File: config.mk
export PLATFORM = sky130hd
export DESIGN_NAME = decode_issue
export DESIGN_NICKNAME = d
export VERILOG_FILES = /design/src/rtl/decode_issue_pkg.sv /design/src/rtl/decode_issue_regfile_2r1w.sv /design/src/rtl/decode_issue.sv
export SDC_FILE = /design/constraint.sdc
export NUM_CORES = 1
export LEC_CHECK = 0
export ABC_AREA = 1
export ABC_CLOCK_PERIOD_IN_PS = 2200
export CORE_UTILIZATION = 30
export DETAILED_ROUTE_END_ITERATION = 6
export PLACE_DENSITY = 0.56
export SLEW_MARGIN = 20
export SYNTH_ARGS = -nofsm -noshare
export SYNTH_HDL_FRONTEND = slang
export SYNTH_HIERARCHICAL = 1
export SYNTH_SLANG_ARGS = --single-unit
File: constraint.sdc
create_clock -name clk -period 2.2 [get_ports clk]
set_clock_uncertainty 0.2 [all_clocks]
set_input_delay 0.22 -clock clk [delete_from_list [all_inputs] [get_ports clk]]
set_output_delay 0.22 -clock clk [all_outputs]
set_load 0.02 [all_outputs]
File: src/rtl/decode_issue_pkg.sv
// Shared instruction-format, opcode and ALU-control definitions for the decode/issue
// stage and the downstream ALU.
package decode_issue_pkg;

  localparam logic [3:0] OPC_ADD  = 4'b0001;
  localparam logic [3:0] OPC_NAND = 4'b0010;
  localparam logic [3:0] OPC_SUB  = 4'b0011;

  localparam logic [1:0] CZ_UNCOND = 2'b00;
  localparam logic [1:0] CZ_COND_Z = 2'b01;
  localparam logic [1:0] CZ_COND_C = 2'b10;
  localparam logic [1:0] CZ_RSVD   = 2'b11;

  localparam logic [1:0] ALU_OP_ADD  = 2'b00;
  localparam logic [1:0] ALU_OP_NAND = 2'b01;
  localparam logic [1:0] ALU_OP_SUB  = 2'b10;

  localparam int ALUC_CZ10_BIT  = 5;
  localparam int ALUC_CZ01_BIT  = 4;
  localparam int ALUC_OP_LSB    = 2;
  localparam int ALUC_EN_BIT    = 1;
  localparam int ALUC_CARRY_BIT = 0;

  typedef struct packed {
    logic [3:0] opcode;
    logic [2:0] ra;
    logic [2:0] rb;
    logic [2:0] rc;
    logic [1:0] cz;
  } instr_fields_t;

  typedef struct packed {
    logic       legal;
    logic [5:0] ctrl;
  } dec_t;

  // Bit 2 of the instruction word carries no meaning and is dropped here.
  function automatic instr_fields_t split_instr(logic [15:0] w);
    instr_fields_t f;
    f.opcode = w[15:12];
    f.ra     = w[11:9];
    f.rb     = w[8:6];
    f.rc     = w[5:3];
    f.cz     = w[1:0];
    return f;
  endfunction

  function automatic dec_t decode_ctrl(instr_fields_t f);
    dec_t       d;
    logic [1:0] op;
    logic       carry_upd;
    d         = '0;
    d.legal   = 1'b1;
    op        = ALU_OP_ADD;
    carry_upd = 1'b1;
    case (f.opcode)
      OPC_ADD:  op = ALU_OP_ADD;
      OPC_NAND: begin
        op        = ALU_OP_NAND;
        carry_upd = 1'b0;
      end
      OPC_SUB:  op = ALU_OP_SUB;
      default:  d.legal = 1'b0;
    endcase
    if (f.cz == CZ_RSVD) d.legal = 1'b0;
    if (d.legal) begin
      d.ctrl[ALUC_CZ10_BIT]        = (f.cz == CZ_COND_C);
      d.ctrl[ALUC_CZ01_BIT]        = (f.cz == CZ_COND_Z);
      d.ctrl[ALUC_OP_LSB +: 2]     = op;
      d.ctrl[ALUC_EN_BIT]          = 1'b1;
      d.ctrl[ALUC_CARRY_BIT]       = carry_upd;
    end
    return d;
  endfunction

endpackage

File: src/rtl/decode_issue_regfile_2r1w.sv
// Architectural register file: two combinational read ports, one write port,
// with write-to-read bypass so a retiring value is visible in the same cycle.
module regfile_2r1w #(
  parameter int NREGS = 8,
  parameter int AW    = 3,
  parameter int DW    = 16
) (
  input  logic          clk,
  input  logic          reset_n,
  input  logic          we,
  input  logic [AW-1:0] waddr,
  input  logic [DW-1:0] wdata,
  input  logic [AW-1:0] raddr_a,
  input  logic [AW-1:0] raddr_b,
  output logic [DW-1:0] rdata_a,
  output logic [DW-1:0] rdata_b
);

  logic [DW-1:0] regs [NREGS];

  always_ff @(posedge clk or negedge reset_n) begin
    if (!reset_n) begin
      regs <= '{default: '0};
    end else if (we) begin
      regs[waddr] <= wdata;
    end
  end

  assign rdata_a = (we && (waddr == raddr_a)) ? wdata : regs[raddr_a];
  assign rdata_b = (we && (waddr == raddr_b)) ? wdata : regs[raddr_b];

endmodule

File: src/rtl/decode_issue.sv
// Decode/issue stage: splits the instruction, tracks outstanding destinations in a
// pending scoreboard, stalls on RAW/WAW hazards and registers the decoded operands.
module decode_issue
  import decode_issue_pkg::*;
#(
  parameter int NREGS = 8
) (
  input  logic        clk,
  input  logic        reset_n,
  input  logic        in_valid,
  input  logic [15:0] in_instr,
  output logic        in_ready,
  output logic        out_valid,
  input  logic        out_ready,
  output logic [15:0] out_a,
  output logic [15:0] out_b,
  output logic [5:0]  out_alu_control,
  output logic [2:0]  out_dest,
  output logic        out_illegal,
  input  logic        wb_done,
  input  logic        wb_en,
  input  logic [2:0]  wb_addr,
  input  logic [15:0] wb_data,
  output logic        err_sticky
);

  localparam int AW = 3;

  instr_fields_t    f;
  dec_t             dec;
  logic [15:0]      rd_a;
  logic [15:0]      rd_b;
  logic [NREGS-1:0] pending;
  logic [NREGS-1:0] pend_clr;
  logic [NREGS-1:0] pend_set;
  logic             raw_a;
  logic             raw_b;
  logic             waw;
  logic             stall;
  logic             accept;

  assign f   = split_instr(in_instr);
  assign dec = decode_ctrl(f);

  regfile_2r1w #(
    .NREGS (NREGS),
    .AW    (AW),
    .DW    (16)
  ) u_regfile (
    .clk     (clk),
    .reset_n (reset_n),
    .we      (wb_done & wb_en),
    .waddr   (wb_addr),
    .wdata   (wb_data),
    .raddr_a (f.ra),
    .raddr_b (f.rb),
    .rdata_a (rd_a),
    .rdata_b (rd_b)
  );

  always_comb begin
    pend_clr = '0;
    if (wb_done) pend_clr[wb_addr] = 1'b1;
  end

  // A source retiring this cycle is already forwarded, so it no longer blocks.
  // WAW blocks unconditionally, which also means any same-cycle retire to rc
  // cannot belong to an older in-flight write, so the new set always wins.
  assign raw_a = pending[f.ra] & ~pend_clr[f.ra];
  assign raw_b = pending[f.rb] & ~pend_clr[f.rb];
  assign waw   = pending[f.rc];
  assign stall = raw_a | raw_b | waw;

  assign in_ready = reset_n & ~stall & (~out_valid | out_ready);
  assign accept   = in_valid & in_ready;

  always_comb begin
    pend_set = '0;
    if (accept && dec.legal) pend_set[f.rc] = 1'b1;
  end

  always_ff @(posedge clk or negedge reset_n) begin
    if (!reset_n) begin
      pending <= '0;
    end else begin
      pending <= (pending & ~pend_clr) | pend_set;
    end
  end

  always_ff @(posedge clk or negedge reset_n) begin
    if (!reset_n) begin
      out_valid       <= 1'b0;
      out_illegal     <= 1'b0;
      out_a           <= '0;
      out_b           <= '0;
      out_alu_control <= '0;
      out_dest        <= '0;
      err_sticky      <= 1'b0;
    end else if (accept) begin
      out_valid       <= 1'b1;
      out_illegal     <= ~dec.legal;
      out_a           <= rd_a;
      out_b           <= rd_b;
      out_alu_control <= dec.ctrl;
      out_dest        <= f.rc;
      if (!dec.legal) err_sticky <= 1'b1;
    end else if (out_ready) begin
      out_valid <= 1'b0;
    end
  end

endmodule
==> qor.txt, run 1 <==
outcome: complete, no violations
CP required: 1780 ps
Mapped Cells: 1557
DR vias/cell: 4.87
unique cell type count in the Yosys netlist: 32
initial drt markers: 1017
CORE AREA: 34600 µm²
n_diodes: 0
P_leak: 6.66 nW
Post-Synthesis Cell Area: 10600 µm²
adder-cell area share of the yosys netlist: 0%
Crit. End Element: output port
critical path arrival: 1690 ps
# clock sinks: 180
DP Wirelength: 22.1 mm
Final Cycle Share: 96.0%
clock latency on the worst-skew pair: 440 ps
TritonCTS clock tree: yes
DP Area: 12300 µm²
root buffer cell: clkbuf_16
vias in the first global route: 9943
max-slew violation count: 0
Die X: 190 µm
Port Buf Inserts: 84
Worst path max stage delay: 430 ps
Yosys reg bits: 180
cell area after layout: 13000 µm²
Inserted Clock Buffers: 17
initial antenna violation count: 0
Tmin final: 2110 ps
Setup TNS: 0 ps
syn_nets: 1598
total length of routed wires: 33.8 mm
Worst slew margin: 59.8%
max-cap viol count: 0
nets@finish: 1684
combinational family with the most area after synthesis: simple AND/OR/NAND/NOR gates
Tot GR Track Use: 19.4%
pin count of the biggest net entering global routing: 181
critical path cell sequence: or2_1 -> nand3_1 -> a21oi_1 -> nand2_1 -> nand3_2 -> nor2_4 -> buf_4
DRC Markers: 0
Longest Clk Path Bufs: 2
Setup-failing EPs final: 0
HP Class: primary input to flop
H-tree level count: 4
area of the multi-input gates: 4850 µm²
Synth Area in Simple Gates: 38.2%
area grow syn2layout: 22.9%
grt ovf: 0
share of cells above drive strength 1: 9.72%
total power divided by cell area: 813 nW/µm²
WL per Instance: 16.0 µm
Final GP Congestion: 0.824
clock slew at reported path FFs: 70 ps
Worst-Margin Slew: 604 ps
fillers: 3683
xor and xnor fraction of the mapped netlist area: 0%
Critical Path Start Type: flop
initial core utilization: 30.5%
Peak VDD IR: 0.498 mV
Ys Warns: 6
Final Hold Vio Count: 0
crit path kind: flop to output port
total iterations of the first detailed-routing run: 7
Cell Rows: 68
final setup margin: 86.9 ps
io pins: 86
worst hold slack: 70.4 ps
RSZ-0062 raised after global routing: yes
mux cell area share after synthesis: 0%
Vias: 10287
Antenna Nets Post-Route: 0
compound-cell area share of the yosys netlist: 7.51%
Die Area: 36000 µm²
register area: 4500 µm²
register area share after synthesis: 42.6%
Slowest cell on crit path: dfrtp_1
die span in y: 190 µm
fmax: 473 MHz
first-pass GRT wire length: 54.9 mm
Avg Synthesized Cell Area: 6.79 µm²
Design Power: 0.0106 W
largest fanout on the critical path: 4
Placement Setup Slack: -533 ps
==> final cells by class <==
type                            count  share of cell area (%)
Multi-Input combinational cell   1093                    37.3
Sequential cell                   180                    34.7
Timing Repair Buffer              163                    13.4
Inverter                          188                    5.55
Tap cell                          455                    4.38
Clock buffer                       17                    3.27
Clock inverter                     15                    1.41
==> timing repair <==
item / CTS / global route
hold buffers: 1 / 0
setup endpoints to repair: 1 / 40
gates cloned: 0 / 0
setup buffers: 0 / 2
gates resized for setup: 7 / 9
endpoints found under the hold margin: 180 / 0
pin swaps: 0 / 1
==> critical path: cells and delay by family, from the launching register on <==
kind | cells | cell delay (ps)
AOI/OAI and AO/OA | 1 | 70
buffers and inverters | 1 | 150
DFF | 1 | 430
and+or+nand+nor | 5 | 610
==> kinds of logic (layout without fill, tap and decap cells) <==
family	count (synthesis)	in the layout
flip-flops	180	180
buffers and inverters	284	383
AO/OA/AOI/OAI	151	151
AND/OR/NAND/NOR	942	942
==> synth_stat cells <==
cell | number | area, µm²
o21ai_1 | 4 | 20.0
nor2_4 | 2 | 22.5
nor2_1 | 14 | 52.6
nand4_1 | 12 | 75.1
clkbuf_1 | 28 | 105
buf_2 | 53 | 265
buf_4 | 3 | 22.5
nor3_1 | 7 | 35.0
o21bai_2 | 1 | 11.3
dfrtp_1 | 180 | 4500
nand3_2 | 3 | 30.0
inv_2 | 11 | 41.3
inv_4 | 2 | 12.5
a21oi_1 | 3 | 15.0
buf_12 | 1 | 20.0
nor2_2 | 9 | 56.3
buf_8 | 1 | 15.0
a21boi_1 | 1 | 7.51
nor3_4 | 1 | 16.3
buf_6 | 5 | 56.3
nand2_4 | 2 | 22.5
clkbuf_8 | 1 | 13.8
inv_1 | 173 | 649
o211ai_1 | 4 | 30.0
buf_1 | 4 | 15.0
nand3_4 | 1 | 17.5
inv_6 | 2 | 17.5
or2_1 | 1 | 6.26
o21ai_2 | 5 | 43.8
o21ai_0 | 133 | 666
nand2_1 | 601 | 2260
nand3_1 | 289 | 1450
==> placed cells by master (no fill, tap or decap), types with 13 or more instances in the layout <==
cell type / netlist / layout
buf_4: 3 / 54
dfrtp_1: 180 / 180
clkbuf_16: 0 / 17
o21ai_0: 133 / 133
clkdlybuf4s50_1: 0 / 76
nand2_1: 601 / 600
buf_12: 1 / 23
inv_1: 173 / 171
inv_2: 11 / 13
nand3_1: 289 / 288
==> final timing paths <==
kind	from	end	slack, ps	cells after the start
setup / recovery	pending[0]$_DFF_PN0_	in_ready	90	7
hold / removal	in_instr[4]	pending[5]$_DFF_PN0_	70	5
setup reg to reg	pending[0]$_DFF_PN0_	out_a[0]$_DFFE_PN0P_	180	9
hold reg to reg	out_b[2]$_DFFE_PN0P_	out_b[2]$_DFFE_PN0P_	270	2
max in group asynchronous	reset_n	u_regfile/regs[11]$_DFFE_PN0P_	720	4
min in group asynchronous	reset_n	pending[3]$_DFF_PN0_	150	3
==> routing by layer <==
metal / part of all wire, % / GRT usage, %
met4: 1.8 / 5.37
met2: 46 / 32.1
met1: 47 / 26.3
met5: 0 / 0
met3: 5.3 / 3.06
==> power by group <==
group	internal (W)	switching, W	leakage (nW)
clock	0.00173	0.00146	0.302
sequential	0.00400	0.000359	2.28
combinational	0.00119	0.00182	4.07
total	0.00692	0.00364	6.66
==> registers in the layout, indices dropped and copies added, names as in the netlist <==
register,count
err_sticky,1
out_a,16
out_alu_control,6
out_b,16
out_dest,3
out_illegal,1
out_valid,1
pending,8
u_regfile/regs,128
==> through the flow <==
stage / utilization [%] / cells
2_1_floorplan: - / 1557
3_5_place_dp: 35.5 / 2075
5_1_grt: 37.5 / 2111
4_1_cts: 37.3 / 2108
6_report: 37.5 / 2111
3_3_place_gp: 35.5 / 2075
Power figures use the tool's default switching activity.
==> run 2, diff against run 1 <==
--- a/config.mk
+++ b/config.mk
@@ -9,7 +9,9 @@
 export ABC_CLOCK_PERIOD_IN_PS = 2200
 export CORE_UTILIZATION = 30
 export DETAILED_ROUTE_END_ITERATION = 6
-export PLACE_DENSITY = 0.56
+export HOLD_SLACK_MARGIN = 0.03
+export MAX_ROUTING_LAYER = met4
+export PLACE_DENSITY = 0.5
 export SLEW_MARGIN = 20
 export SYNTH_ARGS = -nofsm -noshare
 export SYNTH_HDL_FRONTEND = slang
==> qor.txt, run 2 (synthesis gave the netlist of run 1 again) <==
first-pass GRT wire length: 57.1 mm (+4.0%)
pin count of the biggest net entering global routing: 112 (-38%)
Worst slew margin: 36.7% (-23 points)
largest fanout on the critical path: 2 (-2)
io pins: 86 (unchanged)
area of the multi-input gates: 4850 µm² (about the same)
Die Area: 36000 µm² (unchanged)
clock slew at reported path FFs: 80 ps (about the same)
total power divided by cell area: 804 nW/µm² (-1.1%)
Cell Rows: 68 (unchanged)
die span in y: 190 µm (unchanged)
Longest Clk Path Bufs: 2 (unchanged)
share of cells above drive strength 1: 9.89% (+0.16 points)
Final GP Congestion: 0.835 (+1.3%)
Critical Path Start Type: flop
Tmin final: 2140 ps (+24.2 ps)
area grow syn2layout: 22.0%
fillers: 3663 (-0.54%)
Worst path most repeated cell: nand2_1
initial drt markers: 727 (-29%)
Port Buf Inserts: 84 (unchanged)
initial antenna violation count: 0 (unchanged)
Die X: 190 µm (unchanged)
fmax: 468 MHz (-1.1%)
vias in the first global route: 10063 (+1.2%)
worst hold slack: 168 ps (+97.1 ps)
max-cap viol count: 0 (unchanged)
CP required: 1780 ps (about the same)
Setup-failing EPs final: 0 (unchanged)
Worst-Margin Slew: 950 ps (+346 ps)
total iterations of the first detailed-routing run: 6 (-1)
Top reg by flops: u_regfile/regs
HP Class: primary input to flop
critical path cell sequence: a21oi_2 -> nand2_1 -> nor2_1 -> nand2_1 -> nor2_2 -> nand3_2 -> nor2_4 -> buf_6
Vias: 10259 (-0.27%)
P_leak: 6.61 nW (-0.69%)
Worst path max stage delay: 400 ps (-30 ps)
Util after Layout: 37.2% (-0.30 points)
Final Hold Vio Count: 0 (unchanged)
total length of routed wires: 35.8 mm (+5.7%)
Worst path top cell family by delay: simple AND/OR/NAND/NOR gates
Slowest cell on crit path: dfrtp_1
H-tree level count: 4 (unchanged)
grt ovf: 0 (unchanged)
Largest regs: u_regfile/regs (128), out_a (16), out_b (16)
DRC Markers: 0 (unchanged)
nets@finish: 1687 (+0.18%)
outcome: complete, no violations
commonest non-fill, non-tap cell in the layout: nand2_1
Antenna Nets Post-Route: 0 (unchanged)
clock latency on the worst-skew pair: 440 ps (about the same)
initial core utilization: 30.5% (unchanged)
Tot GR Track Use: 21.1% (+1.7 points)
max reg flops: 128 (unchanged)
# clock sinks: 180 (unchanged)
Final Cycle Share: 97.1% (+1.1 points)
Crit. End Element: output port
RSZ-0062 raised after global routing: yes
DR vias/cell: 4.85 (-0.41%)
root buffer cell: clkbuf_16
max-slew violation count: 0 (unchanged)
TritonCTS clock tree: yes
commonest non-fill, non-tap cells in the layout: nand2_1 (601), nand3_1 (288), dfrtp_1 (180), inv_1 (170), o21ai_0 (133)
Peak VDD IR: 0.417 mV (-16%)
n_diodes: 0 (unchanged)
register area: 4500 µm² (unchanged)
r2r setup slk: 140 ps (-40 ps)
CP Buf/Inv Count: 1 (unchanged)
CORE AREA: 34600 µm² (unchanged)
Inserted Clock Buffers: 17 (unchanged)
crit path kind: flop to output port
WL per Instance: 16.9 µm (+5.6%)
DP Wirelength: 22.9 mm (+3.7%)
critical path arrival: 1720 ps (+30 ps)
==> run 2: final timing paths <==
check | endpoint | from | cells after the start
max | in_ready | out_valid$_DFFE_PN0P_ | 8
min | pending[5]$_DFF_PN0_ | wb_done | 5
max reg2reg | pending[6]$_DFF_PN0_ | out_valid$_DFFE_PN0P_ | 10
min reg2reg | out_b[0]$_DFFE_PN0P_ | out_b[0]$_DFFE_PN0P_ | 2
max in group asynchronous | u_regfile/regs[19]$_DFFE_PN0P_ | reset_n | 3
min in group asynchronous | out_dest[0]$_DFFE_PN0P_ | reset_n | 3
==> run 2: power by group <==
part           internal, W  switching [W]
Sequential         0.00400       0.000357
Combinational      0.00117        0.00183
Clock              0.00150        0.00151
==> run 2: worst reg2reg max path: stages (launching register included) <==
cell     delay, ps
dfrtp_1        400
a21oi_2        150
nand2_1         70
nor2_1         100
nand2_1         80
nor2_2         110
nand3_2        120
nor2_4         130
buf_4          380
nand4_1        170
nand2_1         90
==> run 2: layout make-up <==
class / instances / area share [%]
Multi-Input combinational cell: 1093 / 37.6
Sequential cell: 180 / 34.9
Timing Repair Buffer: 166 / 13.0
Inverter: 188 / 5.59
Tap cell: 455 / 4.42
Clock buffer: 17 / 3.30
Clock inverter: 15 / 1.09
==> run 2: stage by stage <==
stage	area (µm²)	total power, W	setup slack [ps]	cells	setup TNS (ps)
2_1_floorplan	10600	0.00620	437	1557	0
3_3_place_gp	12300	0.00736	-509	2077	-16230
3_5_place_dp	12300	0.00741	-486	2077	-15660
4_1_cts	12800	0.0104	11.5	2110	0
5_1_grt	12900	0.0111	-14.0	2114	-18.2
6_report	12900	0.0104	62.8	2114	0
==> run 2: timing repair <==
item,CTS,global route
pin swaps,0,4
gates cloned,0,1
endpoints found under the hold margin,180,0
hold buffers,1,0
setup buffers,0,3
endpoints found under the setup margin,1,36
gates resized for setup,8,10
==> run 2: metal layers <==
metal / global-route usage (%) / share of wire, % / up-vias
li1: - / - / 5079
met1: 28.0 / 46 / 4832
met2: 33.8 / 47 / 307
met3: 2.47 / 5.2 / 41
met4: 6.02 / 1.7 / 0
met5: - / 0 / -
==> variant 1 (config.mk and constraints of run 2) <==
`ALUC_OP_LSB`: 2 -> 1.
--- a/src/rtl/decode_issue_pkg.sv
+++ b/src/rtl/decode_issue_pkg.sv
@@ -17,7 +17,7 @@
 
   localparam int ALUC_CZ10_BIT  = 5;
   localparam int ALUC_CZ01_BIT  = 4;
-  localparam int ALUC_OP_LSB    = 2;
+  localparam int ALUC_OP_LSB    = 1;
   localparam int ALUC_EN_BIT    = 1;
   localparam int ALUC_CARRY_BIT = 0;
 
Behaviour: not the same (Yosys sat finds a counterexample within 4 cycles, from zero or initial values and one cycle with reset_n low).
==> variant 1 against run 2 <==
  * The run now ends with negative setup slack left
  * Hold slack improved by 0.021 ns
  * Worst setup slack worse by 0.076 ns
  * Non-clock buffer count rose by 11
  * Routed wire length shrank 5.6%
  * Design area grew 0.80%
  * Critical path type unchanged
  * Power increased by 0.61%
  * Sequential cell count decreased by 1
  * Cell count grew 0.19%
  * Synthesized area is 0.59% higher
==> variant 1: results (changes against run 2) <==
outcome finished, violations left; violated checks negative setup slack; Final nets 1,690 (+0.18%); vias 10.24k (-0.22%); net count after synthesis 1,591 (-0.44%); initial DRC count 1,002 (+38%); first-pass GRT wire length 54,210 um (-5.0%); Synth Area in XOR/XNOR 0 (unchanged); Hold Path End pending[7]; Reg-to-Reg Start pending[0]; compound-cell area share of the yosys netlist 0.07521 (+0.0001467); Max FO, Critical Path 3 (+1); Critical Path Source Type flop; vias in the first global route 9,489 (-5.7%); Critical Path AT 1.79 ns (+0.07 ns); DP HPWL 22,310 um (-2.6%); PnR worst setup slack -0.01331 ns (-0.07608 ns); final setup violating endpoints 1 (+1); synth top area cells dfrtp_1 42%, nand2_1 21%, nand3_1 14%, o21ai_0 6.3%, inv_1 6.1%; WL met1 16,110 um (-3.1%); sequential element share of the synthesized area 0.4214 (-0.004863); worst r2r dst out_b[6]; Leak Pwr 6.656 nW (+0.70%); H-tree depth 4 (unchanged); initial antenna violation count 1 (+1); Worst-Margin Slew 0.6790 ns (-0.2709 ns); hold_ws 0.1885 ns (+0.02097 ns); adder-cell share of the synthesized area 0 (unchanged); Worst path slowest cell dfrtp_1; IO Port Bufs 83 (-1.2%); Hold Startpoint wb_addr[2]; pin count of the biggest net entering global routing 117 (+4.5%); WL met3 1902 um (+1.5%); CP peak stage delay 0.43 ns (+0.03 ns); worst-case reg-to-reg path depth 9 (-1); DR WL met2 15,440 um (-7.4%); total wire length 33,780 um (-5.6%); Max Buffers Root-to-Sink 2 (unchanged); reg-to-reg slack, setup 0.17 ns (+0.03 ns); Post-synth top cells 590 x nand2_1, 290 x nand3_1, 179 x dfrtp_1; share of cells above drive strength 1 0.1089 (+0.01005); GRT Total Usage 0.1973 (-0.01351); global placement routability congestion 0.8477 (+1.5%); Netlist cell types 34 (+6.3%); Worst VDD drop 0.4058 mV (-2.7%); Pre-Repair DR Iteration Count 7 (+1)
variant 1: report_power, final:
part           total, mW  internal, mW  switching (mW)
sequential          4.33          3.98           0.353
clock               3.10          1.69            1.41
combinational       3.00          1.20            1.80
variant 1: routing by layer:
metal  GRT usage  vias to the layer above
li1            -                     5085
met1      0.2763                     4814
met2      0.3017                      308
met3     0.02650                       29
met4     0.04462                        0
met5           -                        -
variant 1: timing repair:
item	4_1_cts	5_1_grt
endpoints found under the hold margin	115	0
gates resized for setup	6	5
pin swaps	1	1
hold buffers	1	0
setup endpoints to repair	1	106
variant 1: cell type report:
cell class                 instances  area [sq um]
antenna                            1         2.502
clock buffer                      18         429.2
clock inverter                    14         153.9
fill                            3730         21720
inverter                         184         703.2
multi-input combinational       1090          4885
sequential                       179          4479
tap                              455         569.3
timing repair buffer             177          1770
variant 1: through the flow:
stage,area [sq um],util,instances,setup TNS (ns),setup WS [ns]
4_1_cts,12980,0.3738,2117,-0.01131,-0.01131
5_1_grt,12990,0.3743,2118,-0.08609,-0.08609
3_5_place_dp,12380,0.3567,2084,-15.62,-0.4644
3_3_place_gp,12380,0.3567,2084,-15.74,-0.4659
2_1_floorplan,10630,-,1550,0,0.4085
6_report,12990,0.3743,2118,-0.01331,-0.01331
variant 1: how the worst max path moves through the flow:
stage,endpoint,slack [ns]
after floorplan,out_illegal,0.41
after global placement,in_ready,-0.47
after detailed placement,in_ready,-0.46
after CTS,in_ready,-0.01
after global routing,in_ready,-0.09
final,in_ready,-0.01
variant 1: cells by family (layout without fill, tap and decap cells):
| kind of cell | after synthesis | in the layout |
|---|---|---|
| AO/OA/AOI/OAI | 150 | 150 |
| other | 1 | 2 |
| AND/OR/NAND/NOR | 939 | 939 |
| flip-flops | 179 | 179 |
| buffers and inverters | 281 | 393 |
variant 1: critical path: cells and delay by family (launching register included):
kind / cells / cell delay (ns)
DFF: 1 / 0.43
and+or+nand+nor: 5 / 0.73
AOI/OAI and AO/OA: 1 / 0.08
buffers and inverters: 1 / 0.13
==> variant 2 (settings of run 2) <==
Without the edit above. Reset style: synchronous (`reset_n`), changed in 3 clocked blocks.
--- a/src/rtl/decode_issue_regfile_2r1w.sv
+++ b/src/rtl/decode_issue_regfile_2r1w.sv
@@ -18,7 +18,7 @@
 
   logic [DW-1:0] regs [NREGS];
 
-  always_ff @(posedge clk or negedge reset_n) begin
+  always_ff @(posedge clk) begin
     if (!reset_n) begin
       regs <= '{default: '0};
     end else if (we) begin
--- a/src/rtl/decode_issue.sv
+++ b/src/rtl/decode_issue.sv
@@ -79,7 +79,7 @@
     if (accept && dec.legal) pend_set[f.rc] = 1'b1;
   end
 
-  always_ff @(posedge clk or negedge reset_n) begin
+  always_ff @(posedge clk) begin
     if (!reset_n) begin
       pending <= '0;
     end else begin
@@ -87,7 +87,7 @@
     end
   end
 
-  always_ff @(posedge clk or negedge reset_n) begin
+  always_ff @(posedge clk) begin
     if (!reset_n) begin
       out_valid       <= 1'b0;
       out_illegal     <= 1'b0;
Function: differs if reset_n is asserted again (counterexample within 4 cycles, from zero or initial values and one cycle with reset_n low); with reset_n held inactive, the same outputs for 4 cycles.
==> variant 2 against run 2 <==
  * Design area down 4.8%
  * Non-clock buffer count up 16
  * Routed wire length up 1.5%
  * Worst setup slack better by 0.059 ns
  * Synthesized area down 5.7%
  * Critical endpoint unchanged
  * Count of clock-buffer cells in the layout up 1
  * Critical path type is now primary input to primary output
  * Critical path depth up 1
  * Sequential cell count unchanged
Power is not compared: it rests on default switching activity, and its combinational part moved more than twofold at a synthesized area within 25%.
==> variant 2: results (changes against run 2) <==
outcome finished, final reports clean; ClkCell Share 0.04885 (+0.004978); Max FO, Critical Path 5 (+3); Pre-Repair DR Iteration Count 5 (-1); initial DRC count 835 (+15%); net count after synthesis 1,626 (+1.8%); CP peak stage delay 0.52 ns (+0.12 ns); Filler cells 3,516 (-4.0%); ys async rst share 0 (-1.000); CP top delay family buffers and inverters; pin count of the biggest net entering global routing 72 (-36%); Final nets 1,697 (+0.59%); DR WL met2 16,610 um (-0.40%); Area after DPL 11,620 sq um (-5.2%); sequential element share of the synthesized area 0.3615 (-0.06475); Skew-Pair Late Insertion Delay roughly 0.43 ns; n_diodes 2 (+2); post-layout util 0.3761 (+0.003867); setup slack at placement -0.4225 ns (+0.06337 ns); Synth Flop Type dfxtp_1; inverter count 173 (-8.0%); vias in the first global route 9,692 (-3.7%); WL met3 1898 um (+1.3%); Seq/total area 0.2937 (-0.05572); synth top area cells dfxtp_1 36%, nand2_1 16%, nand3_1 14%, a21oi_1 9.1%, o21ai_0 6.5%; DP HPWL 23,790 um (+3.8%); Layout area overhead 23.07%; wire per inst 17.18 um (+1.5%); fin cells 2,113 (-0.047%); clock buffers 18 (+1); non-clk buf share 0.1469 (+0.01650); initial antenna violation count 2 (+2); area of the multi-input gates 5046 sq um (+4.1%); share of cells above drive strength 1 0.09826 (-0.0005923); Netlist cell types 28 (-13%); Signal buffers 182 (+9.6%); Post-Syn Area per Cell 6.289 sq um (-7.3%); WL met1 17,230 um (+3.6%); Post-synth top cells 434 x nand2_1, 284 x nand3_1, 182 x a21oi_1; GRT Total Usage 0.2243 (+0.01348); multi-input gate count 1,102 (+0.82%); global placement routability congestion 0.8579 (+2.8%); GRT met3 Usage 0.02766 (+0.002944)
## variant 2: power breakdown
| part | switching [mW] | total, mW | internal [mW] |
|---|---|---|---|
| Clock | 1.48 | 3.20 | 1.72 |
| Sequential | 0.0373 | 3.39 | 3.35 |
| Combinational | 0.912 | 1.44 | 0.530 |
## variant 2: path summary, 6_finish.rpt
kind / startpoint / endpoint / slack (ns) / cells after the start
max: reset_n / in_ready / 0.12 / 9
min: in_instr[5] / pending[2] / 0.16 / 6
max reg2reg: pending[1] / out_a[8] / 0.23 / 14
min reg2reg: out_alu_control[3] / out_alu_control[3] / 0.26 / 2
## variant 2: logic make-up after synthesis
| kind of cell | after synthesis | synth area share |
|---|---|---|
| AOI/OAI and AO/OA | 323 | 0.1643 |
| DFF | 180 | 0.3615 |
| buffers and inverters | 303 | 0.1341 |
| and+or+nand+nor | 779 | 0.3402 |
## variant 2: timing repair
item                       in CTS  in global routing
setup buffers                   0                  0
gates resized for setup        10                  6
setup endpoints to repair       1                 45
hold buffers                    2                  1
hold endpoints to repair       11                  1
